### config.mk
export PLATFORM = sky130hd
export DESIGN_NAME = uart_rx_os16
export DESIGN_NICKNAME = d
export VERILOG_FILES = /design/src/rtl/uart_pkg.sv /design/src/rtl/uart_rx_sampler.sv /design/src/rtl/uart_rx_os16.sv
export SDC_FILE = /design/constraint.sdc
export NUM_CORES = 1
export LEC_CHECK = 0
export ABC_AREA = 1
export BUFFER_PORTS_ARGS = -buffer_cell sky130_fd_sc_hd__buf_2
export CAP_MARGIN = 0
export CORE_UTILIZATION = 60
export DETAILED_ROUTE_END_ITERATION = 10
export GPL_TIMING_DRIVEN = 0
export PLACE_DENSITY = 0.9
export SLEW_MARGIN = 20
export SYNTH_ARGS = -nofsm -noshare
export SYNTH_HDL_FRONTEND = slang
export SYNTH_SLANG_ARGS = --single-unit
### constraint.sdc
create_clock -name clk -period 4.5 [get_ports clk]
set_clock_uncertainty 0.15 [all_clocks]
set_input_delay 0.225 -clock clk [delete_from_list [all_inputs] [get_ports clk]]
set_output_delay 0.225 -clock clk [all_outputs]
set_load 0.05 [all_outputs]
### src/rtl/uart_pkg.sv
// ============================================================================
// Package : uart_pkg
// Shared constants, cfg field layout and FSM encoding for the UART RX path.
// Rev 1.0
// ============================================================================
`default_nettype none

package uart_pkg;

  localparam int OS_RATIO = 16;

  // Tick positions inside a bit period; the vote resolves on the last one.
  localparam logic [3:0] SMP_A    = 4'd7;
  localparam logic [3:0] SMP_B    = 4'd8;
  localparam logic [3:0] SMP_LAST = 4'd9;

  // cfg = {stop_sel, parity_en, parity_even, data_len[1:0]}
  localparam int CFG_LEN   = 0;
  localparam int CFG_PEVEN = 2;
  localparam int CFG_PEN   = 3;
  localparam int CFG_STOP  = 4;

  localparam logic [3:0] LEN_OFFSET = 4'd5;

  typedef enum logic [2:0] {
    ST_IDLE   = 3'd0,
    ST_START  = 3'd1,
    ST_DATA   = 3'd2,
    ST_PARITY = 3'd3,
    ST_STOP   = 3'd4
  } rx_state_e;

endpackage

`default_nettype wire

### src/rtl/uart_rx_sampler.sv
// ============================================================================
// Module : uart_rx_sampler
// Input synchronizer and 3-sample majority voter for the UART receiver.
// Rev 1.0
// ============================================================================
`default_nettype none

module uart_rx_sampler
  import uart_pkg::*;
#(
  parameter int SYNC_STAGES = 2
) (
  input  logic       clk,
  input  logic       rst,
  input  logic       clk16,
  input  logic       rx_sn,
  input  logic [3:0] tc,
  output logic       rxs,
  output logic       bit_val
);

  logic [SYNC_STAGES-1:0] sync_q;
  logic                   s_a_q;
  logic                   s_b_q;

  // Flops reset to the idle line level so reset never looks like a start bit.
  always_ff @(posedge clk or posedge rst) begin
    if (rst) begin
      sync_q <= '1;
    end else begin
      sync_q <= {sync_q[SYNC_STAGES-2:0], rx_sn};
    end
  end

  assign rxs = sync_q[SYNC_STAGES-1];

  always_ff @(posedge clk or posedge rst) begin
    if (rst) begin
      s_a_q <= 1'b1;
      s_b_q <= 1'b1;
    end else if (clk16) begin
      if (tc == SMP_A) s_a_q <= rxs;
      if (tc == SMP_B) s_b_q <= rxs;
    end
  end

  // Third sample is the live value, valid on the tick where tc == SMP_LAST.
  assign bit_val = (s_a_q & s_b_q) | (s_a_q & rxs) | (s_b_q & rxs);

endmodule

`default_nettype wire

### src/rtl/uart_rx_os16.sv
// ============================================================================
// Module : uart_rx_os16
// 16x-oversampled UART receiver with parity/framing/overrun detection and a
// valid/ready output holding register.
// Rev 1.0
// ============================================================================
`default_nettype none

module uart_rx_os16 #(
  parameter int OS_RATIO    = 16,
  parameter int SYNC_STAGES = 2
) (
  input  logic       clk,
  input  logic       rst,
  input  logic       clk16,
  input  logic [4:0] cfg,
  input  logic       rx_sn,
  output logic [7:0] rx_data,
  output logic       rx_valid,
  input  logic       rx_ready,
  output logic       rx_par_err,
  output logic       rx_frm_err,
  output logic       rx_ovr_err,
  input  logic       err_clr,
  output logic       rx_busy
);

  import uart_pkg::*;

  localparam logic [3:0] TC_WRAP = 4'(OS_RATIO - 1);

  rx_state_e  state_q, state_d;
  logic [3:0] tc_q, tc_d;
  logic [3:0] bitcnt_q, bitcnt_d;
  logic [7:0] shreg_q, shreg_d;
  logic [4:0] cfg_q, cfg_d;
  logic       par_err_q, par_err_d;
  logic       frm_err_q, frm_err_d;
  logic       done;
  logic       rxs;
  logic       bit_val;
  logic [3:0] n_bits;
  logic       hold_free;

  logic [7:0] data_q;
  logic       valid_q;
  logic       hpar_q;
  logic       hfrm_q;
  logic       ovr_q;

  uart_rx_sampler #(
    .SYNC_STAGES (SYNC_STAGES)
  ) u_sampler (
    .clk     (clk),
    .rst     (rst),
    .clk16   (clk16),
    .rx_sn   (rx_sn),
    .tc      (tc_q),
    .rxs     (rxs),
    .bit_val (bit_val)
  );

  assign n_bits = {2'b00, cfg_q[CFG_LEN +: 2]} + LEN_OFFSET;

  always_ff @(posedge clk or posedge rst) begin
    if (rst) begin
      state_q   <= ST_IDLE;
      tc_q      <= '0;
      bitcnt_q  <= '0;
      shreg_q   <= '0;
      cfg_q     <= '0;
      par_err_q <= 1'b0;
      frm_err_q <= 1'b0;
    end else begin
      state_q   <= state_d;
      tc_q      <= tc_d;
      bitcnt_q  <= bitcnt_d;
      shreg_q   <= shreg_d;
      cfg_q     <= cfg_d;
      par_err_q <= par_err_d;
      frm_err_q <= frm_err_d;
    end
  end

  always_comb begin
    state_d   = state_q;
    tc_d      = tc_q;
    bitcnt_d  = bitcnt_q;
    shreg_d   = shreg_q;
    cfg_d     = cfg_q;
    par_err_d = par_err_q;
    frm_err_d = frm_err_q;
    done      = 1'b0;
    if (clk16) begin
      tc_d = tc_q + 4'd1;
      case (state_q)
        ST_IDLE: begin
          tc_d = '0;
          if (!rxs) begin
            state_d   = ST_START;
            cfg_d     = cfg;
            bitcnt_d  = '0;
            shreg_d   = '0;
            par_err_d = 1'b0;
            frm_err_d = 1'b0;
          end
        end
        ST_START: begin
          if (tc_q == SMP_LAST && bit_val) begin
            state_d = ST_IDLE;
            tc_d    = '0;
          end else if (tc_q == TC_WRAP) begin
            state_d = ST_DATA;
          end
        end
        ST_DATA: begin
          if (tc_q == SMP_LAST) begin
            shreg_d[bitcnt_q[2:0]] = bit_val;
            bitcnt_d               = bitcnt_q + 4'd1;
          end else if (tc_q == TC_WRAP && bitcnt_q == n_bits) begin
            bitcnt_d = '0;
            state_d  = cfg_q[CFG_PEN] ? ST_PARITY : ST_STOP;
          end
        end
        ST_PARITY: begin
          if (tc_q == SMP_LAST) begin
            par_err_d = (^shreg_q) ^ bit_val ^ ~cfg_q[CFG_PEVEN];
          end else if (tc_q == TC_WRAP) begin
            state_d = ST_STOP;
          end
        end
        ST_STOP: begin
          if (tc_q == SMP_LAST) begin
            if (!bit_val) frm_err_d = 1'b1;
            if (cfg_q[CFG_STOP] && bitcnt_q == 4'd0) begin
              bitcnt_d = 4'd1;
            end else begin
              // Finish mid-bit so the next start edge is caught promptly.
              state_d = ST_IDLE;
              tc_d    = '0;
              done    = 1'b1;
            end
          end
        end
        default: begin
          state_d = ST_IDLE;
          tc_d    = '0;
        end
      endcase
    end
  end

  assign hold_free = !valid_q || rx_ready;

  always_ff @(posedge clk or posedge rst) begin
    if (rst) begin
      data_q  <= '0;
      valid_q <= 1'b0;
      hpar_q  <= 1'b0;
      hfrm_q  <= 1'b0;
      ovr_q   <= 1'b0;
    end else begin
      if (done && hold_free) begin
        valid_q <= 1'b1;
        data_q  <= shreg_q;
        hpar_q  <= par_err_q;
        hfrm_q  <= frm_err_d;
      end else if (rx_ready) begin
        valid_q <= 1'b0;
      end
      if (done && !hold_free) begin
        ovr_q <= 1'b1;
      end else if (err_clr) begin
        ovr_q <= 1'b0;
      end
    end
  end

  assign rx_data    = data_q;
  assign rx_valid   = valid_q;
  assign rx_par_err = hpar_q;
  assign rx_frm_err = hfrm_q;
  assign rx_ovr_err = ovr_q;
  assign rx_busy    = (state_q != ST_IDLE);

endmodule

`default_nettype wire

==> flow_metrics.py <==
metrics = {
    "cells_and_area": {
        "drive_above_1_share_pct": 19.17,
        "fillers": 291,
        "syn2layout_area_growth_pct": 14.12,
        "multi_input_area_um2": 1154,
        "fin_nets": 376,
        "utilization_pct": 73.46,
        "seq_area_um2": 1056,
        "stdcell_count": 408,
        "diodes": 0,
    },
    "logic_synthesis": {
        "synth.avg_cell_area_um2": 7.538,
        "yosysSeqAreaShare_pct": 43.51,
        "synth_seq_cells": 42,
        "synthesis.area_um2": 2427,
        "postSynth.asyncResetShare_pct": 100.0,
        "synth.net_count": 339,
        "synth_edf_count": 0,
        "ys.flop_type": "dfrtp_1",
        "synth_cell_types": 33,
        "yosys_warnings": 0,
        "syn_inst": 322,
    },
    "global_routing": {
        "grt_pass1_wl_um": 7928,
        "grt_max_degree": 32,
        "grt_usage_pct": 24.41,
        "grt_pass1_vias": 1923,
        "grt_overflow": 0,
        "grt_antenna_before_repair": 0,
    },
    "setup_path": {
        "cp_slowest_cell": "dfrtp_1",
        "cp_slowest_stage_delay_ns": 0.35,
        "crit_top_cell": "nand2_1",
        "crit_chain": "clkbuf_1 > inv_1 > ha_1 > nand3_1 > nand2_2 > inv_2 > nand2_4 > nor2_8 > inv_4 > buf_6 > nand2_1 > nand2_1",
        "crit_type": "flop to flop",
        "critPathLaunch": "bitcnt_q[0]",
        "rr_worst_depth": 12,
        "critical_path_peak_fanout": 10,
        "cp-end-kind": "flop",
        "cp.arrival_ns": 2.17,
        "rr_startpoint": "bitcnt_q[0]",
        "cp-start-kind": "flop",
        "crit_buf_inv": 5,
        "critPathTopFamily": "buffers and inverters",
        "reg2reg_slack_ns": 2.37,
        "rr_endpoint": "rx_frm_err",
        "crit_required_ns": 4.54,
    },
    "hold_path": {
        "hold_depth": 3,
        "min-delay-path-class": "input port to flop",
        "min_to": "cfg_q[2]",
        "min_from": "cfg[2]",
    },
    "drt": {
        "vias_per_cell": 5.137,
        "dr_total_vias": 2096,
        "drt_wl_total_um": 4646,
        "final_antenna_net_count": 0,
        "firstDrtPassIters": 4,
        "route.detailed.drc": 0,
        "routedWlPerCell_um": 11.39,
        "drt_iter0_markers": 139,
    },
    "timing": {
        "fmax_mhz": 469.7,
        "fin_setup_tns_ns": 0,
        "setup_viol": 0,
        "slew_violations": 0,
        "period_needed_ns": 2.129,
        "max-slew-margin-rel_pct": 71.89,
        "finalHoldViolations": 0,
        "period_share_pct": 47.31,
        "worst_pin_slew_ns": 0.4201,
        "rsz0062_at_grt": "false",
    },
    "power_and_ir_drop": {
        "pwr-share-seq_pct": 41.2,
        "peakVddDrop_mv": 0.3410,
        "p_per_area_nw_per_um2": 432.6,
        "switching_share_pct": 41.86,
        "comb_power_share_pct": 39.1,
        "internal_power_uw": 696.6,
        "pwr-share-clk_pct": 19.6,
        "power.switching_uw": 501.6,
        "leakagePower_uw": 0.001476,
    },
    "die": {
        "die_h_um": 65.61,
        "io_pins": 24,
        "die_w_um": 65.61,
        "core_area_um2": 3771,
        "fp-row-count": 22,
        "initial_utilization_pct": 64.37,
        "die_area_um2": 4304,
    },
    "clock_tree": {
        "cts_resized": 0,
        "postCtsSetupBuffers": 0,
        "numCtsBuffers": 5,
        "clk_latency_ns": 0.30,
        "clock_sinks": 42,
        "cts_tree": "done",
        "htree_levels": 2,
        "path_clk_slew_ns": 0.08,
        "clock_path_buffers": 2,
        "cts_root_buf": "clkbuf_8",
        "cts-hold-fix-buffers": 7,
    },
    "placement": {
        "port_buffers": 22,
        "gp_congestion": 0.9269,
        "place_inst": 393,
        "hpwl_um": 3510,
    },
    "run": {
        "cap_violations": 0,
    },
    "status": {
        "outcome": "complete, no violations",
    },
}
==> cells in the mapped netlist (2+ instances only) <==
cell,n,area (um^2)
nand3_1,28,140.1
nor3_1,10,50.05
nand4_1,7,43.79
o21ai_0,13,65.06
inv_2,5,18.77
nor2_2,4,25.02
a21oi_1,5,25.02
inv_1,39,146.4
nand2_1,114,427.9
buf_6,2,22.52
dfrtp_1,38,950.9
dfstp_2,4,105.1
nor2_8,2,40.04
xor2_1,2,17.52
buf_2,4,20.02
ha_1,6,75.07
o21ai_1,2,10.01
nand2_2,3,18.77
o21ai_2,6,52.55
nor2_1,15,56.30
==> worst max path at each step <==
| stage | to | cells after the start |
|---|---|---|
| floorplan | rx_frm_err | 12 |
| global placement | rx_frm_err | 12 |
| detailed placement | rx_frm_err | 12 |
| CTS | rx_frm_err | 12 |
| global route | state_q[2] | 11 |
| finish | rx_frm_err | 12 |
==> per-stage QoR <==
step | hold slack, ns | total power [uW] | worst slack, ns | area, um^2
floorplan | 0.07948 | 858.0 | 2.640 | 2427
global placement | 0.1795 | 935.7 | 2.440 | 2597
detailed placement | 0.02222 | 957.9 | 2.380 | 2618
CTS | 0.005491 | 1203 | 2.363 | 2770
global route | 0.01679 | 1286 | 2.177 | 2770
finish | 0.002391 | 1198 | 2.371 | 2770
==> power groups by stage <==
stage	registers [uW]	logic, uW	clock network (uW)
5_1_grt	502	529	255
6_report	494	469	235
2_1_floorplan	489	369	0
3_3_place_gp	499	437	0
4_1_cts	493	467	243
3_5_place_dp	500	458	0
==> layout by cell type, fill, tap and decap left out, drive strengths merged, types with 6 or more instances in the layout <==
master       synthesis  routed
dlygate4sd3          0       7
nor2                22      22
nand3               28      28
dfrtp               38      38
nand2              118     118
nor3                11      11
inv                 45      45
o21ai               21      21
buf                  6      29
clkbuf               1       7
nand4                7       7
ha                   6       6
a21oi                6       6
==> area by class of cell <==
cell class / instances / area share [%]
Clock inverter: 2 / 0.3613
Sequential cell: 42 / 38.12
Inverter: 45 / 6.188
Clock buffer: 6 / 2.620
Buffer: 7 / 1.671
Tap cell: 48 / 2.168
Timing Repair Buffer: 30 / 7.227
Multi-Input combinational cell: 228 / 41.64
==> cells by family after synthesis <==
group / share of synthesized area [%]
AOI/OAI and AO/OA: 8.712
and+or+nand+nor: 34.64
buffers and inverters: 8.969
adders and majority gates: 3.093
DFF: 43.51
xor gates and xnor gates: 1.083
==> flip-flops by register name (all words and copies together) (netlist names), 2 cells and up <==
name,flops
bitcnt_q,4
cfg_q,5
rx_data,8
shreg_q,8
state_q,3
tc_q,4
u_sampler.sync_q,2
==> worst register-to-register path: cells and delay by family (launching register included) <==
family | cells | cell delay, ns
fa+ha+maj | 1 | 0.24
buf+inv | 5 | 0.78
flops | 1 | 0.35
simple gates | 6 | 0.50
==> layer usage <==
layer,up-vias,track usage (%),part of all wire [%]
li1,1094,-,-
met3,6,5.208,3.7
met4,0,8.696,1.5
met2,42,44.46,48
met1,954,27.85,46
met5,-,0,0
Power figures use the tool's default switching activity.
